**src/rtl/i2c_pkg.sv**
```systemverilog
// Shared types and constants for the I2C transaction sequencer.
package i2c_pkg;

  // Sequencer control states.
  typedef enum logic [2:0] {
    ST_IDLE   = 3'd0,
    ST_LAUNCH = 3'd1,
    ST_XFER   = 3'd2,
    ST_DRAIN  = 3'd3,
    ST_ABORT  = 3'd4
  } seq_state_t;

  // Largest byte count one transaction may carry (fits the 3-bit word count).
  localparam int I2C_MAX_WORDS = 7;

  // Default launch-to-finish cycle budget.
  localparam logic [15:0] I2C_DEFAULT_TIMEOUT = 16'd50000;

endpackage

```
**src/rtl/i2c_byte_fifo.sv**
```systemverilog
// Byte FIFO with wide pointers, simultaneous push/pop and a one-cycle flush.
module i2c_byte_fifo #(
  parameter int DEPTH = 8
) (
  input  logic                     i_clk,
  input  logic                     i_nrst,
  input  logic                     i_push,
  input  logic [7:0]               i_wdata,
  input  logic                     i_pop,
  input  logic                     i_flush,
  output logic                     o_full,
  output logic                     o_empty,
  output logic [$clog2(DEPTH):0]   o_count,
  output logic [7:0]               o_head
);
  localparam int AW = $clog2(DEPTH);
  localparam logic [AW:0] FULL_CNT = (AW + 1)'(DEPTH);

  logic [7:0]  mem_q [DEPTH];
  logic [AW:0] wptr_q, wptr_d;
  logic [AW:0] rptr_q, rptr_d;
  logic        push_ok;
  logic        pop_ok;

  assign o_count = wptr_q - rptr_q;
  assign o_full  = (o_count == FULL_CNT);
  assign o_empty = (o_count == '0);
  assign o_head  = mem_q[rptr_q[AW-1:0]];
  assign push_ok = i_push && !o_full;
  assign pop_ok  = i_pop && !o_empty;

  // Next pointer values; a flush discards everything stored before this cycle.
  always_comb begin
    wptr_d = wptr_q;
    rptr_d = rptr_q;
    if (push_ok) begin
      wptr_d = wptr_q + 1'b1;
    end else begin
      wptr_d = wptr_q;
    end
    if (i_flush) begin
      rptr_d = wptr_q;
    end else if (pop_ok) begin
      rptr_d = rptr_q + 1'b1;
    end else begin
      rptr_d = rptr_q;
    end
  end

  // Pointer and storage registers; storage clears on reset so the head reads 0.
  always_ff @(posedge i_clk or negedge i_nrst) begin
    if (!i_nrst) begin
      wptr_q <= '0;
      rptr_q <= '0;
      for (int i = 0; i < DEPTH; i++) begin
        mem_q[i] <= 8'h00;
      end
    end else begin
      wptr_q <= wptr_d;
      rptr_q <= rptr_d;
      if (push_ok) begin
        mem_q[wptr_q[AW-1:0]] <= i_wdata;
      end
    end
  end

endmodule

```
**src/rtl/i2c_txn_sequencer.sv**
```systemverilog
// Host-side front end: buffers write bytes, launches the I2C controller,
// steps bytes on each ACK and reports done / NACK / timeout.
module i2c_txn_sequencer
  import i2c_pkg::*;
#(
  parameter int          DEPTH   = 8,
  parameter logic [15:0] TIMEOUT = I2C_DEFAULT_TIMEOUT
) (
  input  logic       i_clk,
  input  logic       i_nrst,
  input  logic       i_wr_en,
  input  logic [7:0] i_wdata,
  input  logic       i_go,
  input  logic [6:0] i_addr,
  input  logic       i_rw,
  output logic       o_full,
  output logic       o_busy,
  output logic       o_done,
  output logic       o_err,
  output logic       o_start,
  output logic [6:0] o_addr,
  output logic       o_rw,
  output logic [2:0] o_word_cnt,
  output logic [7:0] o_data,
  input  logic       i_byte_ack,
  input  logic       i_nack,
  input  logic       i_finished
);
  localparam int AW = $clog2(DEPTH);
  localparam logic [AW:0] MAX_CNT = (AW + 1)'(I2C_MAX_WORDS);

  seq_state_t  state_q, state_d;
  logic [15:0] tmo_q, tmo_d, tmo_inc;
  logic [2:0]  rem_q, rem_d;
  logic [6:0]  addr_q, addr_d;
  logic        rw_q, rw_d;
  logic [2:0]  wcnt_q, wcnt_d;
  logic        start_q, start_d;
  logic        done_q, done_d;
  logic        err_q, err_d;
  logic        busy_q, busy_d;

  logic        fifo_pop, fifo_flush, fifo_full, fifo_empty;
  logic [AW:0] fifo_count;
  logic        count_ok, tmo_hit;

  i2c_byte_fifo #(.DEPTH(DEPTH)) u_fifo (
    .i_clk   (i_clk),
    .i_nrst  (i_nrst),
    .i_push  (i_wr_en),
    .i_wdata (i_wdata),
    .i_pop   (fifo_pop),
    .i_flush (fifo_flush),
    .o_full  (fifo_full),
    .o_empty (fifo_empty),
    .o_count (fifo_count),
    .o_head  (o_data)
  );

  // Commit only with 1..I2C_MAX_WORDS bytes buffered.
  assign count_ok = (fifo_count != '0) && (fifo_count <= MAX_CNT);
  // The counter reaches TIMEOUT on this cycle's increment.
  assign tmo_hit  = ({1'b0, tmo_q} + 17'd1) >= {1'b0, TIMEOUT};
  assign tmo_inc  = (tmo_q == 16'hFFFF) ? tmo_q : tmo_q + 16'd1;

  // Next-state, launch latches and pulse outputs (pulses are registered, so they
  // are raised on the transition into the state they belong to).
  always_comb begin
    state_d    = state_q;
    tmo_d      = tmo_q;
    rem_d      = rem_q;
    addr_d     = addr_q;
    rw_d       = rw_q;
    wcnt_d     = wcnt_q;
    start_d    = 1'b0;
    done_d     = 1'b0;
    err_d      = 1'b0;
    fifo_pop   = 1'b0;
    fifo_flush = 1'b0;
    case (state_q)
      ST_IDLE: begin
        if (i_go && count_ok) begin
          addr_d  = i_addr;
          rw_d    = i_rw;
          wcnt_d  = fifo_count[2:0];
          rem_d   = fifo_count[2:0];
          start_d = 1'b1;
          state_d = ST_LAUNCH;
        end else if (i_go) begin
          err_d = 1'b1;
        end else begin
          state_d = ST_IDLE;
        end
      end
      ST_LAUNCH: begin
        tmo_d   = 16'd0;
        state_d = ST_XFER;
      end
      ST_XFER: begin
        tmo_d = tmo_inc;
        if (i_nack || tmo_hit) begin
          err_d   = 1'b1;
          state_d = ST_ABORT;
        end else if (i_byte_ack && !fifo_empty) begin
          fifo_pop = 1'b1;
          rem_d    = rem_q - 3'd1;
          if (rem_q == 3'd1) begin
            state_d = ST_DRAIN;
          end else begin
            state_d = ST_XFER;
          end
        end else begin
          state_d = ST_XFER;
        end
      end
      ST_DRAIN: begin
        tmo_d = tmo_inc;
        if (i_nack || tmo_hit) begin
          err_d   = 1'b1;
          state_d = ST_ABORT;
        end else if (i_finished) begin
          done_d  = 1'b1;
          state_d = ST_IDLE;
        end else begin
          state_d = ST_DRAIN;
        end
      end
      ST_ABORT: begin
        fifo_flush = 1'b1;
        state_d    = ST_IDLE;
      end
      default: begin
        state_d = ST_IDLE;
      end
    endcase
    busy_d = (state_d != ST_IDLE);
  end

  // State, counters, latches and registered outputs.
  always_ff @(posedge i_clk or negedge i_nrst) begin
    if (!i_nrst) begin
      state_q <= ST_IDLE;
      tmo_q   <= 16'd0;
      rem_q   <= 3'd0;
      addr_q  <= 7'd0;
      rw_q    <= 1'b0;
      wcnt_q  <= 3'd0;
      start_q <= 1'b0;
      done_q  <= 1'b0;
      err_q   <= 1'b0;
      busy_q  <= 1'b0;
    end else begin
      state_q <= state_d;
      tmo_q   <= tmo_d;
      rem_q   <= rem_d;
      addr_q  <= addr_d;
      rw_q    <= rw_d;
      wcnt_q  <= wcnt_d;
      start_q <= start_d;
      done_q  <= done_d;
      err_q   <= err_d;
      busy_q  <= busy_d;
    end
  end

  assign o_full     = fifo_full;
  assign o_busy     = busy_q;
  assign o_done     = done_q;
  assign o_err      = err_q;
  assign o_start    = start_q;
  assign o_addr     = addr_q;
  assign o_rw       = rw_q;
  assign o_word_cnt = wcnt_q;

endmodule

```
**config.mk**
```make
export PLATFORM = sky130hd
export DESIGN_NAME = i2c_txn_sequencer
export DESIGN_NICKNAME = d
export VERILOG_FILES = /design/src/rtl/i2c_pkg.sv /design/src/rtl/i2c_byte_fifo.sv /design/src/rtl/i2c_txn_sequencer.sv
export SDC_FILE = /design/constraint.sdc
export NUM_CORES = 1
export LEC_CHECK = 0
export CAP_MARGIN = 15
export CORE_MARGIN = 8
export CORE_UTILIZATION = 60
export CTS_BUF_LIST = sky130_fd_sc_hd__clkbuf_2 sky130_fd_sc_hd__clkbuf_4 sky130_fd_sc_hd__clkbuf_8
export CTS_CLUSTER_DIAMETER = 200
export DETAILED_ROUTE_END_ITERATION = 6
export PLACE_DENSITY_LB_ADDON = 0.05
export SKIP_CTS_REPAIR_TIMING = 1
export SYNTH_ARGS = -nofsm -noshare
export SYNTH_HDL_FRONTEND = slang
export SYNTH_HIERARCHICAL = 1
export SYNTH_SLANG_ARGS = --single-unit
```
**constraint.sdc**
```tcl
create_clock -name i_clk -period 4.9 [get_ports i_clk]
set_input_delay 0.98 -clock i_clk [delete_from_list [all_inputs] [get_ports i_clk]]
set_output_delay 0.98 -clock i_clk [all_outputs]
set_load 0.05 [all_outputs]
```
# Yosys cells after proc, flatten, opt, wreduce, memory -nomap -nowiden

Index checks and enable logic that the tools add are counted.

Flip-flop bits (word level): 109
Output and inout port bits: 24
Logic and storage cells: 99

Add/sub/neg operators: 6
Order comparisons: 5
Eq/ne operators: 11
Multiplexer cells: 35
Bitwise operators: 2
Reduce and logical (&&, ||, !) cells: 20

Operator list:

| operator                | count |
|---|---|
| $bwmux W64              | 1 |
| $pmux W16 S2            | 1 |
| $bmux W8 S3             | 1 |
| $demux W8 S3            | 1 |
| $mux W3                 | 8 |
| $mux W8                 | 3 |
| $add A16 B1 Y17 const B | 1 |
| $ge A17 B16 Y1 const B  | 1 |
| $add A16 B1 Y16 const B | 1 |
| $eq A16 B16 Y1 const B  | 1 |
| $mux W16                | 1 |
| $mux W1                 | 13 |
| $pmux W3 S4             | 1 |
| $add A4 B1 Y4 const B   | 2 |
| $ge A4 B4 Y1 const B    | 2 |
| $mux W4                 | 2 |
| $ne A2 B2 Y1 const B    | 4 |
| $not A3 Y4              | 2 |
| $eq A3 B1 Y1 const B    | 2 |
| $eq A3 B2 Y1 const B    | 2 |
| $logic_and A1 B1 Y1     | 6 |
| $pmux W3 S2             | 1 |
| $reduce_bool A2 Y1      | 3 |
| $eq A4 B4 Y1 const B    | 1 |
| 16 further kinds        | 18 |

# Logic depth before layout (Yosys ltp)

Word-level depth: 10
Depth in mapped cells: 18
Depth with buffers taken out: 16

# By module

Netlist, hierarchy kept.

Modules (own cells, without submodules):

| module            | times used | cells an instance | area an instance (um^2) | sequential area each (um^2) |
|---|---|---|---|---|
| i2c_byte_fifo     | 1          | 254               | 3602.2                  | 1801.7 |
| i2c_txn_sequencer | 1          | 214               | 2083.2                  | 925.9 |

# Worst setup path before layout

Ideal clock, no wire load.

Path kind: register to output
Start: register u_fifo.rptr_q[1]
End: output o_full
Data arrival time: 2.761 ns
Data required time: 3.920 ns
Setup slack: 1.159 ns
Stages on the path, launching flop included: 9
Path buffers: 3
Cells stage by stage: dfrtp_1 clkbuf_1 buf_1 inv_1 fa_1 xor2_1 or3_1 buf_2 nor3_4

Longest elaborated chain between the ends: 2

RTL lines:

| element                | RTL line                | source |
|---|---|---|
| start, declared        | i2c_byte_fifo.sv:21     | `logic [AW:0] rptr_q, rptr_d;` |
| start signal, assigned | i2c_byte_fifo.sv:60     | `rptr_q <= rptr_d;` |
| $sub A4 B4 Y4          | i2c_byte_fifo.sv:25     | `assign o_count = wptr_q - rptr_q;` |
| net fifo_count[2]      | i2c_txn_sequencer.sv:44 | `logic [AW:0] fifo_count;` |
| $eq A4 B4 Y1           | i2c_byte_fifo.sv:26     | `assign o_full = (o_count == FULL_CNT);` |
| end, declared          | i2c_txn_sequencer.sv:16 | `output logic o_full,` |

The timed path passes the listed nets, and every way through them passes these cells.

# Worst setup path after layout

Start: register u_fifo.rptr_q[2]
End: output o_full

The elaborated chain is that of the path after synthesis.

==> run_results.csv <==
group,metric,value,unit
yosys,yosysTopAreaCell,"dfrtp_1",
critical_path,end_kind,"output port",
timing,rsz0062_at_grt,"no",
pwr,power_density,716,nW/um^2
grt,overflow,0,
place,place_area,6210,um^2
floorplan,start_util,0.615,
route,via_per_inst,5.97,
timing,hold_viol,0,
yosys,synthCells,468,
route,vias,3830,
clock_tree,clkLatencyLatePin,370,ps
yosys,yosys.area_share.simple,0.134,
grt,grt_pass1_vias,3869,
timing,fin_skew,15.8,ps
finish,final_common_cell,"dfrtp_1",
yosys,synthMuxAreaShare,0.221,
clock_tree,path_clk_slew,100,ps
timing,setup_violations,0,
route,drt_iter0_markers,265,
clock_tree,cts_tree,"done",
finish,stdcell_count,642,
clock_tree,ctsRootBufferMaster,"clkbuf_8",
critical_path,required,3920,ps
timing,finalSetupTns,0,ps
finish,drive_above_1_share,0.269,
place,io_buffers,46,
critical_path,cp_max_fo,11,
yosys,synth_edf_count,0,
yosys,synth_flop_cell,"dfrtp_1",
clock_tree,numCtsBuffers,9,
route,post_drt_wl_per_cell,17.7,um
timing,layout_min_cycle_time,4060,ps
status,status,"finished clean",
grt,grt_util_all_layers,0.188,
finish,final_cell_mix,"dfrtp_1, mux2_2, nand2_1",
yosys,synth_area_leaders,"dfrtp_1, mux2_2, mux4_2",
floorplan,die_w,113,um
place,hpwl,8.00,mm
grt,grt_pass1_wl,19.2,mm
yosys,synth_top_family_by_area,"multiplexers",
yosys,synthArstFlopShare,1.00,
yosys,synthAdderAreaFrac,0.0233,
yosys,synth_compound_area_frac,0.0966,
route,drt_pass1_iterations,4,
place,place_congestion,0.856,
critical_path,start_kind,"register",
finish,final_core_util,0.694,
yosys,yosysSeqAreaShare,0.480,
timing,finalMaxSlewViolations,0,
timing,fmax,0.246,GHz
flow_run,maxCapViolations,0,
yosys,synth_nets,501,
floorplan,fp.dieArea,12800,um^2
floorplan,core_area,9240,um^2
finish,n_antenna_cell,0,
grt,grt_max_degree,79,
critical_path,critical_path_class,"register to output port",
critical_path,cp.arrival,3080,ps
floorplan,num_rows,35,
yosys,synth_top_area_share,0.480,
finish,area_growth,12.7,%
grt,antenna_found_initial,0,
route,drc,0,
yosys,synthXorXnorAreaFrac,0.0154,
finish,fin_area,6410,um^2
yosys,synth-seq-cells,109,
route,ant_nets,0,
timing,worst_slew_pin_slew,978,ps
floorplan,io_pins,47,
pwr,p_leak,2.69,nW
pwr,p_total,4.59,mW
timing,slew_headroom,0.348,
yosys,syn_area,5690,um^2
clock_tree,clockBufferDepth,2,
worst_hold_path,min_path_type,"register to register",
floorplan,die_h,113,um
yosys,yosys_warnings,6,
yosys,synth.distinct_cells,70,
clock_tree,htree_levels,3,
pwr,ir_worst_vdd,0.426,mV
finish,nNetsFinal,541,
place,placedCellCount,626,
timing,finalCritPeriodShare,0.829,
route,drt_wl_total,11.4,mm
yosys,syn_area_per_cell,12.1,um^2
clock_tree,cts_sinks,109,
[cell usage after synthesis, types with 2 or more instances]
master,number
o21ai_0,26
nor3_4,3
nand3_1,11
or3_1,2
nor3_1,5
mux2_4,8
o31ai_1,8
nor2b_1,5
and3_1,3
or4_1,2
nand4_1,3
nand2b_1,3
mux4_2,16
xor2_1,6
clkbuf_2,2
ha_1,9
o22ai_1,2
a31o_2,2
mux2_2,67
xnor2_1,4
buf_1,4
buf_6,4
nor2_1,22
nor3b_1,2
a32oi_1,2
inv_1,14
dfrtp_1,109
o2bb2ai_1,2
a21oi_1,10
a211oi_1,2
o21a_1,2
o21ai_2,2
clkbuf_1,3
a31oi_1,6
o41ai_1,4
nor3_2,7
buf_2,7
nand2_1,47
[critical path: stages, from the launching register on]
cell and delay [ps]:
dfrtp_1 570, clkinv_1 380, ha_1 460, xor2_1 230
or3_1 460, nor3_4 350, buf_4 270
[worst paths after layout]
path                                    endpoint              from  slack, ps  depth (start not counted)
worst max-delay path                      o_full  u_fifo/rptr_q[2]        840                          6
worst min-delay path            u_fifo/mem_q[44]  u_fifo/mem_q[44]        510                          1
worst max register to register  u_fifo/rptr_q[1]  u_fifo/rptr_q[2]       1080                         14
worst min register to register  u_fifo/mem_q[44]  u_fifo/mem_q[44]        510                          1
max in group asynchronous       u_fifo/wptr_q[2]            i_nrst       3210                          2
min in group asynchronous          o_word_cnt[1]            i_nrst        740                          1
[per-layer routing]
layer / wire [um] / up-vias / track usage
met3: 513 / 8 / 0.0532
met4: 108 / 0 / 0.0497
met5: 0 / - / 0
met2: 5470 / 75 / 0.298
met1: 5280 / 1943 / 0.250
li1: - / 1804 / -
[cell type report]
type | instances | area [um^2]
multi-input combinational | 324 | 2790
fill | 687 | 2830
inverter | 15 | 56.3
clock buffer | 12 | 165
sequential | 109 | 2730
tap | 129 | 161
clock inverter | 4 | 36.3
timing repair buffer | 49 | 478
[where the power goes]
| group | switching (mW) | total, mW | internal, mW | leakage (nW) |
|---|---|---|---|---|
| sequential | 0.267 | 1.56 | 1.29 | 1.34 |
| clock | 0.306 | 0.540 | 0.233 | 0.101 |
| combinational | 1.40 | 2.50 | 1.10 | 1.25 |
[cells by family (layout without fill, tap and decap cells)]
family,after synthesis,after routing
DFF,109,109
and+or+nand+nor,130,130
buffers and inverters,35,80
xor gates and xnor gates,10,10
muxes,93,93
AOI/OAI and AO/OA,81,81
adders and majority gates,10,10
[registers in the layout (all words and copies together), names as in the netlist]
name           count
u_fifo/mem_q      64
o_addr             7
o_busy             1
state_q            3
o_word_cnt         3
o_done             1
o_start            1
u_fifo/rptr_q      4
tmo_q             16
u_fifo/wptr_q      4
rem_q              3
o_err              1
o_rw               1
[metrics by stage]
step	hold slack [ps]	setup WS [ps]
6_report	511	836
3_5_place_dp	490	1120
2_1_floorplan	464	1160
3_3_place_gp	481	1280
4_1_cts	515	802
5_1_grt	525	621
No activity file was read; power rests on OpenSTA's default activity.
